[src/rtl/rr_arbiter_4_pkg.sv]
// ----------------------------------------------------------------------------
// rr_arbiter_4_pkg
// Shared constants, the FSM state encoding and the 2-to-4 one-hot decode
// used by the four-requester round-robin arbiter.
// ----------------------------------------------------------------------------
package rr_arbiter_4_pkg;

  localparam int N_REQ = 4;
  localparam int IDX_W = 2;

  typedef enum logic {
    IDLE  = 1'b0,
    GRANT = 1'b1
  } arb_state_e;

  // Binary index to one-hot grant vector.
  function automatic logic [N_REQ-1:0] dec_idx(input logic [IDX_W-1:0] idx);
    logic [N_REQ-1:0] oh;
    oh      = '0;
    oh[idx] = 1'b1;
    return oh;
  endfunction

endpackage

[src/rtl/rr_pick4.sv]
// ----------------------------------------------------------------------------
// rr_pick4
// Combinational round-robin search. Scans req at last_idx+1, +2, +3, +4
// (modulo 4) and reports the first set bit.
//   req_i      : request vector
//   excl_i     : when set, req[last_idx] is ignored (owner cannot re-win)
//   last_idx_i : search origin; its successor has top priority
//   found_o    : some eligible request exists
//   idx_o      : index of the winner (0 when found_o=0)
// ----------------------------------------------------------------------------
module rr_pick4
  import rr_arbiter_4_pkg::*;
(
  input  logic [N_REQ-1:0] req_i,
  input  logic             excl_i,
  input  logic [IDX_W-1:0] last_idx_i,
  output logic             found_o,
  output logic [IDX_W-1:0] idx_o
);

  logic [N_REQ-1:0] masked;
  logic [IDX_W-1:0] cand;

  // NOTE: every signal written here gets a default first, so no path leaves
  // it unassigned and no latch is inferred.
  always_comb begin
    found_o = 1'b0;
    idx_o   = '0;
    cand    = '0;
    masked  = req_i;
    if (excl_i) masked[last_idx_i] = 1'b0;
    // Walk from the farthest candidate to the nearest so the nearest set bit
    // is the last one written and therefore wins. The 2-bit sum wraps 3->0.
    for (int k = N_REQ; k >= 1; k--) begin
      cand = last_idx_i + IDX_W'(k);
      if (masked[cand]) begin
        found_o = 1'b1;
        idx_o   = cand;
      end
    end
  end

endmodule

[src/rtl/rr_arbiter_4.sv]
// ----------------------------------------------------------------------------
// rr_arbiter_4
// Four-requester round-robin arbiter with an optional hold limit.
//   clk       : rising-edge clock
//   rst       : synchronous active-high reset
//   req       : request vector, bit i = requester i
//   gnt       : registered one-hot grant, zero when idle
//   gnt_idx   : registered owner index, meaningful only while gnt_valid=1
//   gnt_valid : registered, equals |gnt
//   preempt   : one-cycle pulse on the first cycle of a grant that was won
//               by hold-limit preemption
// Parameters:
//   MAX_HOLD  : max consecutive grant cycles while others wait (0 = no limit)
//   CNT_W     : hold counter width, 2**CNT_W > MAX_HOLD
// ----------------------------------------------------------------------------
module rr_arbiter_4
  import rr_arbiter_4_pkg::*;
#(
  parameter int MAX_HOLD = 8,
  parameter int CNT_W    = 4
) (
  input  logic             clk,
  input  logic             rst,
  input  logic [N_REQ-1:0] req,
  output logic [N_REQ-1:0] gnt,
  output logic [IDX_W-1:0] gnt_idx,
  output logic             gnt_valid,
  output logic             preempt
);

  localparam bit               LIMIT_EN  = (MAX_HOLD > 0);
  localparam logic [CNT_W-1:0] HOLD_LAST = LIMIT_EN ? CNT_W'(MAX_HOLD - 1) : '0;

  arb_state_e       state_q, state_d;
  logic [IDX_W-1:0] idx_q, idx_d;
  logic [IDX_W-1:0] last_idx_q, last_idx_d;
  logic [CNT_W-1:0] hold_cnt_q, hold_cnt_d;
  logic [N_REQ-1:0] gnt_q, gnt_d;
  logic             valid_q, preempt_q, preempt_d;

  logic             pick_found;
  logic [IDX_W-1:0] pick_idx;
  logic             in_grant;

  // While granting, search from the current owner and mask it out: on a
  // release its bit is already low, on a preemption it must not re-win.
  assign in_grant = (state_q == GRANT);

  rr_pick4 u_pick (
    .req_i      (req),
    .excl_i     (in_grant),
    .last_idx_i (in_grant ? idx_q : last_idx_q),
    .found_o    (pick_found),
    .idx_o      (pick_idx)
  );

  always_comb begin
    state_d    = state_q;
    idx_d      = idx_q;
    last_idx_d = last_idx_q;
    hold_cnt_d = hold_cnt_q;
    preempt_d  = 1'b0;

    unique case (state_q)
      IDLE: begin
        if (pick_found) begin
          state_d    = GRANT;
          idx_d      = pick_idx;
          hold_cnt_d = '0;
        end
      end
      GRANT: begin
        if (!req[idx_q]) begin
          // Release: hand over on the same edge when someone else waits.
          last_idx_d = idx_q;
          hold_cnt_d = '0;
          if (pick_found) idx_d = pick_idx;
          else            state_d = IDLE;
        end else if (LIMIT_EN && (hold_cnt_q == HOLD_LAST) && pick_found) begin
          last_idx_d = idx_q;
          idx_d      = pick_idx;
          hold_cnt_d = '0;
          preempt_d  = 1'b1;
        end else if (LIMIT_EN && (hold_cnt_q != HOLD_LAST)) begin
          // Counter saturates at HOLD_LAST so a sole requester holds forever
          // yet is preempted as soon as a competitor shows up.
          hold_cnt_d = hold_cnt_q + 1'b1;
        end
      end
      default: state_d = IDLE;
    endcase

    // Decode the next index before the register so gnt never glitches.
    gnt_d = (state_d == GRANT) ? dec_idx(idx_d) : '0;
  end

  // NOTE: sequential state uses non-blocking assignments so every register
  // samples the pre-edge values, independent of statement order.
  always_ff @(posedge clk) begin
    if (rst) begin
      state_q    <= IDLE;
      idx_q      <= '0;
      last_idx_q <= IDX_W'(N_REQ - 1);
      hold_cnt_q <= '0;
      gnt_q      <= '0;
      valid_q    <= 1'b0;
      preempt_q  <= 1'b0;
    end else begin
      state_q    <= state_d;
      idx_q      <= idx_d;
      last_idx_q <= last_idx_d;
      hold_cnt_q <= hold_cnt_d;
      gnt_q      <= gnt_d;
      valid_q    <= (state_d == GRANT);
      preempt_q  <= preempt_d;
    end
  end

  assign gnt       = gnt_q;
  assign gnt_idx   = idx_q;
  assign gnt_valid = valid_q;
  assign preempt   = preempt_q;

endmodule
[config.mk]
export PLATFORM = sky130hd
export DESIGN_NAME = rr_arbiter_4
export DESIGN_NICKNAME = d
export VERILOG_FILES = /design/src/rtl/rr_arbiter_4_pkg.sv /design/src/rtl/rr_pick4.sv /design/src/rtl/rr_arbiter_4.sv
export SDC_FILE = /design/constraint.sdc
export NUM_CORES = 1
export LEC_CHECK = 0
export ABC_AREA = 1
export CORE_ASPECT_RATIO = 0.9
export CORE_MARGIN = 4
export CORE_UTILIZATION = 30
export DETAILED_ROUTE_END_ITERATION = 8
export PLACE_DENSITY_LB_ADDON = 0.12
export SLEW_MARGIN = 30
export SYNTH_ARGS = -nofsm -noshare
export SYNTH_HDL_FRONTEND = slang
export SYNTH_SLANG_ARGS = --single-unit
[constraint.sdc]
create_clock -name clk -period 2 [get_ports clk]
set_input_delay 0.2 -clock clk [delete_from_list [all_inputs] [get_ports clk]]
set_output_delay 0.2 -clock clk [all_outputs]
set_load 0.02 [all_outputs]
==> run summary <==
Leakage: 0.6614 nW
outcome: completed
Int Power: 0.001030 W
layout cells sized above 1: 44.05%
Synth cell types: 21
Remaining Overflow, GRT: 0
Slew HR: 84.52%
RSZ-0062 raised after global routing: true
worst path arrival time: 2.10 ns
PD cells: 1422 nW/um^2
placed cells: 195
final clock skew: 0.007580 ns
final net count: 180
Total GRT Usage: 11.87%
non-filler cells, final: 208
remaining antenna violation count: 0
flops & latches, synth: 14
Startpoint Class: flop
Port Buf Inserts: 13
final hold vios: 0
Clock Pin Slew Worst Setup and Hold Paths: 0.09 ns
max-cap viol count: 0
slew at the pin closest to its max-slew limit: 0.2320 ns
Max Buffers Root-to-Sink: 2
Vias per Instance: 4.486
synthesized area: 910.9 um^2
Max H-tree Level: 1
drt first pass iters: 4
Core Region: 2815 um^2
Final HPWL DP: 1673 um
combinational cell fraction of total power: 68.0%
most common cell after layout, fill and taps aside: nand2_1
Slew Limit Fails: 0
die area: 3983 um^2
die width: 66.08 um
Synth Instances: 136
NetSw: 0.0009156 W
First DRT Iteration DRCs: 37
Max Clock Freq: 529.7 MHz
clock latency at the later pin of the worst-skew pair: 0.28 ns
Filler Cell Count: 286
syn nets: 147
Placement Rows: 18
Initial Utilization: 32.36%
initial antenna violation count: 0
Die Height: 60.28 um
minimum clock period after layout: 1.888 ns
most frequent cells in the layout: nand2_1 (27), nand2_2 (25), buf_4 (15)
Hold Crit Class: flop to flop
Hold Buf Count CTS: 0
Final Wtd Congestion: 0.7741
Final Cycle Share: 94.38%
clk root buf: clkbuf_4
first-pass GRT wire length: 3615 um
Avg Cell Area, Syn: 6.698 um^2
antenna cells: 0
critical path required time: 2.22 ns
Ys Warns: 0
clock share of power: 10.6%
TritonCTS buffer count: 3
Final Cell Area: 1369 um^2
sequential-to-total area share from yosys stat: 30.77%
Syn-to-layout area delta: 50.27%
largest net degree at the start of global routing: 9
CTS sink cnt: 14
vias in the first global route: 857
crit-path max FO: 5
Sw Ratio: 47.06%
drc violations: 0
Setup Viol. Count Final: 0
CP endpoint kind: flop
Routed wire per std cell: 10.94 um
DRT Wirelength: 2275 um
I/O pin total: 14
TritonCTS clock tree: done
Max VDD drop: 661.5 uV
critical path type: flop to flop
vias: 933
Post-Place Cell Area: 1132 um^2
sequential power share: 21.4%
==> timing repair <==
action                     CTS  global route
pin swaps                    0            23
setup buffers                0             9
gates resized for setup      1            43
setup endpoints to repair    5            12
==> power groups by stage <==
stage	clock network (W)	registers [W]	logic (W)
after global routing	0.000228	0.000426	0.00148
after global placement	0	0.000405	0.00104
after floorplan	0	0.000455	0.000698
final	0.000206	0.000416	0.00132
after CTS	0.000213	0.000403	0.00106
after detailed placement	0	0.000407	0.00105
==> metrics by stage <==
stage               setup slack [ns]  power [W]  util (%)  setup TNS (ns)  hold WS [ns]
global route                -0.03771   0.002137     48.62        -0.06687        0.5255
CTS                          0.02921   0.001671     41.56               0        0.4908
global placement            -0.01479   0.001445     40.22        -0.02700        0.4786
floorplan                    0.02567   0.001153         -               0        0.2691
finish                        0.1123   0.001946     48.62               0        0.4870
detailed placement          0.007703   0.001456     40.22               0        0.4784
==> per-layer routing <==
layer	vias up	track usage, %	wire length, um
met5	-	0	0
met4	0	3.478	10
met3	2	4.135	104
li1	494	-	-
met2	19	17.40	1032
met1	418	16.31	1127
==> cell type report <==
cell class | instances | area (um^2) | area share, %
multi-input cells | 105 | 674.4 | 49.27
clock buffers | 4 | 36.28 | 2.651
well taps | 40 | 50.05 | 3.656
flip-flops and latches | 14 | 286.5 | 20.93
repair buffers | 29 | 254.0 | 18.56
inverters | 16 | 67.56 | 4.936
==> flip-flops by register name, indices dropped and copies added (netlist names) <==
name / count
gnt_idx: 2
last_idx_q: 2
gnt_valid: 1
gnt: 4
preempt: 1
hold_cnt_q: 4
==> synth_stat cells <==
cell / count / area share (%)
a21oi_1: 5 / 2.7
buf_6: 1 / 1.2
dfxtp_1: 14 / 31
ha_1: 5 / 6.9
inv_1: 12 / 4.9
inv_2: 3 / 1.2
inv_4: 1 / 0.69
nand2_1: 49 / 20
nand2_2: 9 / 6.2
nand2_4: 2 / 2.5
nand3_1: 14 / 7.7
nor2_1: 8 / 3.3
nor2_2: 2 / 1.4
nor2_4: 1 / 1.2
nor2_8: 1 / 2.2
nor3_1: 1 / 0.55
o211ai_1: 2 / 1.6
o21ai_0: 2 / 1.1
o21ai_2: 2 / 1.9
o22ai_1: 1 / 0.69
o32ai_1: 1 / 0.96
==> cell families after synthesis <==
group,Yosys count,synth area share [%]
AOI/OAI and AO/OA,13,9.066
buffers and inverters,17,8.104
DFF,14,30.77
and+or+nand+nor,87,45.19
adders and majority gates,5,6.868
==> worst max-delay path, stage by stage, from the launching register on <==
cell,delay (ns)
dfxtp_4,0.38
inv_6,0.08
nand2_4,0.05
nand2_4,0.10
inv_4,0.05
ha_2,0.17
nand2_2,0.06
nand2_2,0.06
nand2_2,0.09
nand2_2,0.07
nand2_4,0.10
nor2_8,0.05
nor2_4,0.12
inv_2,0.05
nor2_1,0.09
nand2_1,0.06
nand2_2,0.09
inv_2,0.05
nor2_1,0.09
==> final timing paths <==
check,from,end,slack (ns),depth (start not counted)
max,gnt_valid,gnt_idx[1],0.11,18
min,hold_cnt_q[1],hold_cnt_q[1],0.49,2
max reg2reg,gnt_valid,gnt_idx[1],0.11,18
min reg2reg,hold_cnt_q[1],hold_cnt_q[1],0.49,2
Power figures use the tool's default switching activity.
